==> src/rtl/safety_interlock.sv <==
// Laser enable interlock: gates driver ready on pulse-checker fail flags,
// latches fault cause/count, and sequences a timed clear and re-arm holdoff.
module safety_interlock #(
    parameter int CLEAR_WIDTH    = 16,
    parameter int HOLDOFF_CYCLES = 1024
) (
    input  logic        clk,
    input  logic        rstn,
    input  logic        enable_req,
    input  logic        clear_req,
    input  logic        laser_ready_in,
    input  logic        pulse_lower_limit_fail,
    input  logic        pulse_upper_limit_fail,
    input  logic        rate_lower_limit_fail,
    output logic        laser_ready,
    output logic        clear_fail,
    output logic        fault_latched,
    output logic [2:0]  fault_code,
    output logic [15:0] fault_count,
    output logic [2:0]  state_o
);

    localparam int MAX_CYC = (CLEAR_WIDTH > HOLDOFF_CYCLES) ? CLEAR_WIDTH : HOLDOFF_CYCLES;
    localparam int CNT_W   = $clog2(MAX_CYC + 1);

    localparam logic [CNT_W-1:0] CLEAR_LOAD   = CNT_W'(CLEAR_WIDTH - 1);
    localparam logic [CNT_W-1:0] HOLDOFF_LOAD = CNT_W'(HOLDOFF_CYCLES - 1);

    typedef enum logic [2:0] {
        DISABLED = 3'd0,
        ARMED    = 3'd1,
        FAULT    = 3'd2,
        CLEARING = 3'd3,
        HOLDOFF  = 3'd4
    } state_t;

    state_t            state_reg, state_next;
    logic [CNT_W-1:0]  cnt_reg, cnt_next;
    logic [2:0]        fault_code_reg, fault_code_next;
    logic [15:0]       fault_count_reg, fault_count_next;
    logic              clear_fail_reg;
    logic              fail_any;
    logic              enter_fault;
    logic              cnt_zero;

    // All fail sources share clk, so they are used unsynchronized for zero-latency cutoff.
    assign fail_any = pulse_lower_limit_fail | pulse_upper_limit_fail | rate_lower_limit_fail;
    assign cnt_zero = (cnt_reg == '0);

    always_comb begin
        state_next  = state_reg;
        cnt_next    = cnt_reg;
        enter_fault = 1'b0;
        case (state_reg)
            DISABLED: begin
                if (fail_any) begin
                    state_next  = FAULT;
                    enter_fault = 1'b1;
                end else if (enable_req) begin
                    state_next = ARMED;
                end
            end
            ARMED: begin
                if (fail_any) begin
                    state_next  = FAULT;
                    enter_fault = 1'b1;
                end else if (!enable_req) begin
                    state_next = DISABLED;
                end
            end
            FAULT: begin
                if (clear_req) begin
                    state_next = CLEARING;
                    cnt_next   = CLEAR_LOAD;
                end
            end
            CLEARING: begin
                // A failed clear drops back to FAULT without counting a new fault.
                if (cnt_zero) begin
                    if (fail_any) begin
                        state_next = FAULT;
                    end else begin
                        state_next = HOLDOFF;
                        cnt_next   = HOLDOFF_LOAD;
                    end
                end else begin
                    cnt_next = cnt_reg - CNT_W'(1);
                end
            end
            HOLDOFF: begin
                if (fail_any) begin
                    state_next  = FAULT;
                    enter_fault = 1'b1;
                end else if (cnt_zero) begin
                    state_next = enable_req ? ARMED : DISABLED;
                end else begin
                    cnt_next = cnt_reg - CNT_W'(1);
                end
            end
            default: begin
                state_next  = FAULT;
                enter_fault = 1'b1;
            end
        endcase

        fault_code_next  = fault_code_reg;
        fault_count_next = fault_count_reg;
        if (enter_fault) begin
            fault_code_next = {rate_lower_limit_fail, pulse_upper_limit_fail, pulse_lower_limit_fail};
            if (fault_count_reg != 16'hFFFF) begin
                fault_count_next = fault_count_reg + 16'd1;
            end
        end
    end

    always_ff @(posedge clk or negedge rstn) begin
        if (!rstn) begin
            state_reg       <= DISABLED;
            cnt_reg         <= '0;
            fault_code_reg  <= 3'b000;
            fault_count_reg <= 16'd0;
            clear_fail_reg  <= 1'b0;
        end else begin
            state_reg       <= state_next;
            cnt_reg         <= cnt_next;
            fault_code_reg  <= fault_code_next;
            fault_count_reg <= fault_count_next;
            clear_fail_reg  <= (state_next == CLEARING);
        end
    end

    assign laser_ready   = (state_reg == ARMED) & laser_ready_in & ~fail_any;
    assign clear_fail    = clear_fail_reg;
    assign fault_latched = (state_reg == FAULT) | (state_reg == CLEARING);
    assign fault_code    = fault_code_reg;
    assign fault_count   = fault_count_reg;
    assign state_o       = state_reg;

endmodule

==> config.mk <==
export PLATFORM = sky130hd
export DESIGN_NAME = safety_interlock
export DESIGN_NICKNAME = d
export VERILOG_FILES = /design/src/rtl/safety_interlock.sv
export SDC_FILE = /design/constraint.sdc
export NUM_CORES = 1
export LEC_CHECK = 0
export ABC_AREA = 0
export CAP_MARGIN = 20
export CORE_UTILIZATION = 52
export CTS_CLUSTER_DIAMETER = 200
export DETAILED_ROUTE_END_ITERATION = 12
export PLACE_DENSITY = 0.84
export SLEW_MARGIN = 20
export SYNTH_ARGS = -nofsm -noshare
export SYNTH_HDL_FRONTEND = slang
export SYNTH_SLANG_ARGS = --single-unit
export TNS_END_PERCENT = 1
==> constraint.sdc <==
create_clock -name clk -period 2.6 [get_ports clk]
set_clock_uncertainty 0.05 [all_clocks]
set_input_delay 0.26 -clock clk [delete_from_list [all_inputs] [get_ports clk]]
set_output_delay 0.26 -clock clk [all_outputs]
set_load 0.05 [all_outputs]
### Word level (Yosys, flattened, before mapping)

Index checks and enable logic that the tools add are counted.

* flip-flop bits (word level): 34
* input bits: 8
* output and inout port bits: 25
* logic and storage cells: 49

* $add $sub $neg: 2
* equal/unequal tests: 10
* multiplexer cells: 19
* bitwise gates (word level): 6
* reduce and logical (&&, ||, !) cells: 7

Operators by type and width (number)
* $mux W11: 5
* $pmux W11 S3: 1
* $mux W3: 9
* $add A16 B1 Y16 const B: 1
* $ne A16 B16 Y1 const B: 1
* $pmux W3 S5: 1
* $logic_not A11 Y1: 1
* $sub A11 B1 Y11 const B: 1
* $eq A3 B2 Y1 const B: 3
* $ne A2 B2 Y1 const B: 3
* $reduce_and A5 Y1: 1
* $eq A3 B1 Y1 const B: 1
* $eq A3 B3 Y1 const B: 1
* $logic_not A3 Y1: 1
* $ne A3 B3 Y1 const B: 1
* $or A1 B1 Y1: 3
* $reduce_bool A3 Y1: 1
* $reduce_or A3 Y1: 1
* $and A1 B1 Y1: 2
* $mux W1: 2
* $pmux W1 S2: 1
* $reduce_and A2 Y1: 1
* $reduce_or A2 Y1: 1
* $not A1 Y1: 1

### Longest topological paths before layout

Gate-level depths: netlist of run 1.

* depth after elaboration: 6
* gate-level depth with buffers: 10

### Least setup slack after synthesis of run 1

Ideal clock, no wire load.

* path type: register to output
* start: register state_reg[1], in the netlist state_o[1]
* end: output port laser_ready
* arrival time: 2.604 ns
* path slack: -0.314 ns
* cell stages (with the launch flop): 4
* buffers on the path: 1
* cells stage by stage: dfrtp_1 clkbuf_1 nand2b_1 nor4b_1

* longest elaborated chain between the ends: 3

Ends and longest elaborated chain
* start, declared: RTL line 37 `state_t state_reg, state_next;`
* start signal, assigned: RTL line 124 `state_reg <= state_next;`
* $eq A3 B1 Y1: RTL line 132 `assign laser_ready = (state_reg == ARMED) & laser_ready_in & ~fail_any;`
* $and A1 B1 Y1 (2 in a row): RTL line 132
* end, declared: RTL line 15 `output logic laser_ready,`

Every way passes these cells.

### Worst setup path in the final report of run 1

* start: register cnt_reg[0]
* end: register cnt_reg[7]

* longest elaborated chain between the ends: 4
* elaborated cells on any way between the ends: 9
* classes of those cells: add/sub: 1; eq/ne: 2; mux: 4; reduce/logical: 2

Ends and longest elaborated chain
* start, declared: RTL line 38 `logic [CNT_W-1:0] cnt_reg, cnt_next;`
* start signal, assigned: RTL line 125 `cnt_reg <= cnt_next;`
* $sub A11 B1 Y11: RTL line 87, 97
* $mux W11: RTL line 94 `end else if (cnt_zero) begin`
* $mux W11: RTL line 91 `if (fail_any) begin`
* $pmux W11 S3: RTL line 54 `case (state_reg)`

Parallel ways exist; a longest one is shown, timed or not. The select of a mux whose other input is x is not followed.
A chain may end at the register's enable or synchronous reset.

==> metrics.csv, run 1 <==
stage,metric,value,unit
status,run_status,finished clean,
synthesis,synth_enable_flop_cells,0,
floorplan,start_util,54.6,%
sta,finalMaxSlewViolations,0,
critical_path,crit_slowest_cell,or3b_1,
grt,grt-ovfl-total,0,
detailed_routing,drtPass1Iterations,4,
sta,rsz0062_at_grt,no,
clock_network,postCtsSetupBuffers,0,
sta,worst_slack,0.183,ns
pwr,ir_drop,0.278,mV
floorplan,num_rows,21,
clock_network,clkTransAtPathRegs,0.10,ns
placed_design,placed_area,2230,um2
critical_path,crit_path_max_incr_delay,0.48,ns
flow_run,max_cap_violations,0,
placed_design,place_congestion,0.882,
grt,grt_pass1_vias,1490,
synthesis,synth_flop_cell,dfrtp_1,
synthesis,ys_warn_count,0,
synthesis,ys_ff_latch,34,
critical_path,critPathArrivalTime,2.66,ns
floorplan,die_height,61.4,um
synthesis,syn_area,1840,um2
sta,fin_crit_sh,93.0,%
pwr,power_density,386,nW/um2
synthesis,netlist_instances,183,
detailed_routing,wire_per_inst,14.3,um
synthesis,async_flop_share,100,%
clock_network,cts_max_level,2,
cells_and_area,seq_area,851,um2
cells_and_area,final_common_cell,dfrtp_1,
cells_and_area,drive_gt1_share,12.6,%
floorplan,pin_count,33,
detailed_routing,finalWirelength,3820,um
critical_path,cp_cell_sequence,inv_1 -> ha_1 -> or3b_1 -> nor4_4 -> nand2b_1 -> and2_4 -> o221a_2,
floorplan,die_w,61.4,um
placed_design,io_buffers,32,
cells_and_area,largest_register_ffs,16,
detailed_routing,vias,1552,
critical_path,path_max_fanout,10,
grt,grt.total_usage,23.8,%
pwr,leakage,0.000899,uW
cells_and_area,final_cell_count_no_fill,268,
cells_and_area,diodes,0,
placed_design,hpwl,2790,um
synthesis,synth_area_per_cell,10.0,um2
pwr,p_total,882,uW
placed_design,dp_cells,260,
clock_network,cts_buffer_depth,2,
synthesis,ys_types,46,
cells_and_area,final_area,2290,um2
sta,setup_viol,0,
synthesis,syn-num-nets,194,
clock_network,cts.sinks,34,
clock_network,cts_hold_buf,0,
floorplan,dieArea,3770,um2
detailed_routing,drt_iter0_drc,67,
placed_design,dpl_worst_slack,0.237,ns
cells_and_area,fill_cells,297,
grt,grt_max_degree,35,
sta,slew_headroom,57.1,%
grt,grt_pass1_wl,6560,um
critical_path,worstSetupStartpointType,flop,
synthesis,seq_area_frac_synth,46.4,%
floorplan,core,3360,um2
sta,hold_ws,0.256,ns
clock_network,numCtsBuffers,5,
sta,period_minus_slack,2.42,ns
detailed_routing,drc,0,
clock_network,post_cts_resized,0,
cells_and_area,final_cell_mix,"34 x dfrtp_1, 31 x clkdlybuf4s50_1, 14 x a21oi_1",
clock_network,insertion_delay,0.34,ns
critical_path,critPathKind,flop to flop,
sta,clock.fmax,414,MHz
sta,tightest_slew,0.640,ns
worst_hold_path,holdCritPathClass,input pin to asynchronous set/reset pin,
cells_and_area,multiInputGateArea,925,um2
clock_network,root_buffer,clkbuf_4,
detailed_routing,ant_nets,0,
clock_network,cts_tree,done,
critical_path,required,2.84,ns
detailed_routing,viasPerCell,5.79,
cells_and_area,synthToLayoutAreaGrowth,24.6,%
cells_and_area,layout.nets,232,
grt,antenna_found_initial,0,
sta,final_hold_viol_count,0,
critical_path,cp-end-kind,flop,
final cells by class:
class                           count  share of cell area [%]
Inverter                            9                    1.48
Tap cell                           46                    2.52
Clock inverter                      1                   0.219
Sequential cell                    34                    37.2
Clock buffer                        7                    2.41
Timing Repair Buffer               36                    15.8
Multi-Input combinational cell    135                    40.4
Yosys cell counts (all sizes together), types with 2 or more instances:
cell | number | area share, %
o221a | 2 | 1.2
nor3 | 9 | 2.5
a2111oi | 2 | 1.3
dfrtp | 34 | 46
ha | 3 | 2.0
nand3 | 7 | 1.9
xnor2 | 11 | 5.2
o21a | 3 | 1.2
and3 | 4 | 1.4
mux2 | 5 | 3.1
o21ai | 7 | 2.5
o221ai | 2 | 0.95
o22a | 4 | 2.0
and2 | 3 | 1.2
o22ai | 2 | 0.68
buf | 4 | 1.6
a31oi | 5 | 1.7
nor4 | 4 | 2.2
or3 | 4 | 1.5
xor2 | 3 | 1.4
nand2 | 8 | 1.6
nor2 | 13 | 2.7
inv | 9 | 1.8
nand4 | 6 | 2.0
nand2b | 4 | 1.4
a21oi | 14 | 3.8
power breakdown:
part	switching (uW)	internal [uW]	total, uW
Combinational	25.2	17.7	42.9
Sequential	1.16	531	532
Clock	176	131	307
path summary, 6_finish.rpt:
| kind | from | endpoint | slack [ns] | cells after the start |
|---|---|---|---|---|
| worst max-delay path | cnt_reg[0] | cnt_reg[7] | 0.18 | 7 |
| worst min-delay path | rstn | fault_count[6] | 0.26 | 2 |
| worst max register to register | cnt_reg[0] | cnt_reg[7] | 0.18 | 7 |
| worst min register to register | fault_count[11] | fault_count[11] | 0.46 | 1 |
| max in group asynchronous | rstn | clear_fail | 1.94 | 2 |
| min in group clk | fault_count[11] | fault_count[11] | 0.46 | 1 |
layer usage:
metal  part of all wire, %  vias up  track usage [%]
li1                      -      751                -
met3                   4.8        7             6.09
met5                     0        -                0
met2                    49       45             39.0
met1                    45      749             30.4
met4                   1.2        0             9.52
stage by stage:
| stage | util (%) | TNS, ns |
|---|---|---|
| 5_1_grt | 68.0 | 0 |
| 3_5_place_dp | 66.2 | 0 |
| 3_3_place_gp | 66.2 | 0 |
| 2_1_floorplan | - | -1.61 |
| 6_report | 68.0 | 0 |
| 4_1_cts | 68.0 | 0 |
worst max-delay path, delay by kind of cell, from the launching register on:
family	cells	cell delay, ns
adders and majority gates	1	0.16
AOI/OAI and AO/OA	1	0.20
DFF	1	0.42
buffers and inverters	1	0.13
and+or+nand+nor	4	1.42
cell families after synthesis:
logic type,synth area share (%)
AO/OA/AOI/OAI,16.8
XOR/XNOR,6.68
AND/OR/NAND/NOR,21.5
buffers and inverters,3.61
adder cells (fa/ha/maj),2.05
flip-flops,46.4
multiplexers,3.07
Note: power is estimated with default switching activity, not from simulation.
==> inputs of run 2 (changes only) <==
- CORE_MARGIN: not set -> 3
- PLACE_DENSITY: 0.84 -> 0.85
==> run 2 against run 1 <==
Net effect: count of clock-buffer cells in the layout is the same; sequential cell count unchanged; hold slack got worse by 0.0014 ns; cell count fell by 0.37%; worst setup slack lost 0.033 ns; first-iteration DRC count increased by 70%; cell area increased by 0.22%; maximum frequency shrank 1.4%; register-to-register slack worse by 0.03 ns; largest cell class unchanged; highest routed layer unchanged.
==> metrics.csv, run 2 (synthesis results as in run 1) <==
stage,metric,value,unit,change
grt,grt-ovfl-total,0,,unchanged
detailed_routing,vias,1602,,+3.2%
critical_path,critPathArrivalTime,2.66,ns,about the same
placed_design,dpl_worst_slack,0.185,ns,-0.0516 ns
status,run_status,finished clean,,
sta,fin_crit_sh,94.2,%,+1.3 points
detailed_routing,drc,0,,unchanged
detailed_routing,ant_nets,0,,unchanged
cells_and_area,diodes,0,,unchanged
clock_network,insertion_delay,0.35,ns,about the same
worst_hold_path,holdCritPathClass,input pin to asynchronous set/reset pin,,
cells_and_area,final_common_cell,dfrtp_1,,
grt,antenna_found_initial,0,,unchanged
cells_and_area,largest_register_ffs,16,,unchanged
grt,grt.total_usage,22.9,%,-0.92 points
placed_design,hpwl,3220,um,+16%
cells_and_area,final_util,71.6,%,+3.6 points
detailed_routing,viasPerCell,6.00,,+3.6%
floorplan,dieArea,4280,um2,+13%
clock_network,clkTransAtPathRegs,0.11,ns,about the same
sta,clock.fmax,408,MHz,-1.4%
floorplan,pin_count,33,,unchanged
clock_network,cts.sinks,34,,unchanged
critical_path,required,2.81,ns,-0.03 ns
cells_and_area,fill_cells,239,,-20%
clock_network,cts_max_level,2,,unchanged
clock_network,cts_tree,done,,
detailed_routing,drtPass1Iterations,5,,+1
pwr,ir_drop,0.243,mV,-13%
flow_run,max_cap_violations,0,,unchanged
sta,finalMaxSlewViolations,0,,unchanged
clock_network,postCtsSetupBuffers,0,,unchanged
sta,setup_viol,0,,unchanged
floorplan,core,3200,um2,-4.8%
clock_network,root_buffer,clkbuf_4,,
clock_network,post_cts_resized,0,,unchanged
placed_design,io_buffers,32,,unchanged
floorplan,die_w,65.4,um,+6.5%
cells_and_area,final_cell_mix,"34 x dfrtp_1, 31 x clkdlybuf4s50_1, 14 x a21oi_1",,
critical_path,worstSetupStartpointType,flop,,
sta,slew_headroom,59.3,%,+2.2 points
critical_path,critPathKind,flop to flop,,
placed_design,placed_area,2230,um2,+0.22%
sta,tightest_slew,0.608,ns,-0.0329 ns
grt,grt_max_degree,35,,unchanged
cells_and_area,drive_gt1_share,13.0,%,+0.39 points
critical_path,cp-end-kind,flop,,
pwr,leakage,0.000903,uW,+0.46%
floorplan,num_rows,20,,-4.8%
clock_network,cts_hold_buf,0,,unchanged
grt,grt_pass1_wl,7510,um,+15%
detailed_routing,wire_per_inst,16.0,um,+13%
sta,worst_slack,0.150,ns,-0.0335 ns
sta,period_minus_slack,2.45,ns,+0.0335 ns
critical_path,path_max_fanout,10,,unchanged
cells_and_area,synthToLayoutAreaGrowth,24.9,%,
cells_and_area,layout.nets,233,,+0.43%
floorplan,die_height,65.4,um,+6.5%
floorplan,start_util,57.3,%,+2.7 points
sta,setup_tns,0,ns,unchanged
pwr,power_density,388,nW/um2,+0.66%
grt,grt_pass1_vias,1548,,+3.9%
detailed_routing,finalWirelength,4280,um,+12%
placed_design,place_congestion,0.881,,-0.18%
sta,rsz0062_at_grt,no,,
sta,final_hold_viol_count,0,,unchanged
sta,hold_ws,0.254,ns,-0.00145 ns
cells_and_area,final_area,2290,um2,+0.22%
detailed_routing,drt_iter0_drc,114,,+70%
clock_network,numCtsBuffers,5,,unchanged
clock_network,cts_buffer_depth,2,,unchanged
## run 2: cell count changes in the layout (fill, tap and decap cells not counted), sizes merged
cell	before	now
buf	5	6
## run 2: worst paths after layout
kind | endpoint | slack [ns] | startpoint | cells after the start
min in group clk | fault_count[11] | 0.46 | fault_count[11] | 1
hold / removal | cnt_reg[6] | 0.25 | rstn | 2
hold reg to reg | fault_count[11] | 0.46 | fault_count[11] | 1
max in group asynchronous | cnt_reg[1] | 1.94 | rstn | 2
setup reg to reg | cnt_reg[6] | 0.15 | cnt_reg[0] | 7
setup / recovery | cnt_reg[6] | 0.15 | cnt_reg[0] | 7
## run 2: final cells by class
| type | count | area (um2) | area share, % |
|---|---|---|---|
| Sequential cell | 34 | 851 | 37.1 |
| Tap cell | 44 | 55.1 | 2.40 |
| Timing Repair Buffer | 37 | 368 | 16.0 |
| Multi-Input combinational cell | 135 | 925 | 40.3 |
| Clock buffer | 7 | 55.1 | 2.40 |
| Clock inverter | 1 | 5.00 | 0.218 |
| Inverter | 9 | 33.8 | 1.47 |
## run 2: worst max-delay path, cell delays in order, from the launching register on
cell and delay [ns]:
dfrtp_1 0.42, inv_1 0.12, ha_1 0.17, or3b_1 0.48
nor4_4 0.30, nand2b_1 0.36, a21oi_1 0.16, o221a_2 0.29
## run 2: per-layer routing
layer  share of wire, %  GRT usage (%)  vias up
li1                   -              -      753
met1                 40           27.1      757
met2                 49           40.1       77
met3                7.2           5.13       15
met4                2.9           9.07        0
met5                  0              0        -
## run 2: where the power goes
| part | internal [uW] | switching, uW | total [uW] |
|---|---|---|---|
| Combinational | 17.7 | 25.4 | 43.1 |
| Clock | 131 | 184 | 314 |
| Sequential | 531 | 1.11 | 532 |
| Total | 679 | 210 | 889 |
## run 2: through the flow
| stage | cells | power [uW] |
|---|---|---|
| 4_1_cts | 267 | 896 |
| 5_1_grt | 267 | 925 |
| 3_5_place_dp | 259 | 587 |
| 6_report | 267 | 889 |
| 3_3_place_gp | 259 | 585 |
| 2_1_floorplan | 183 | 556 |
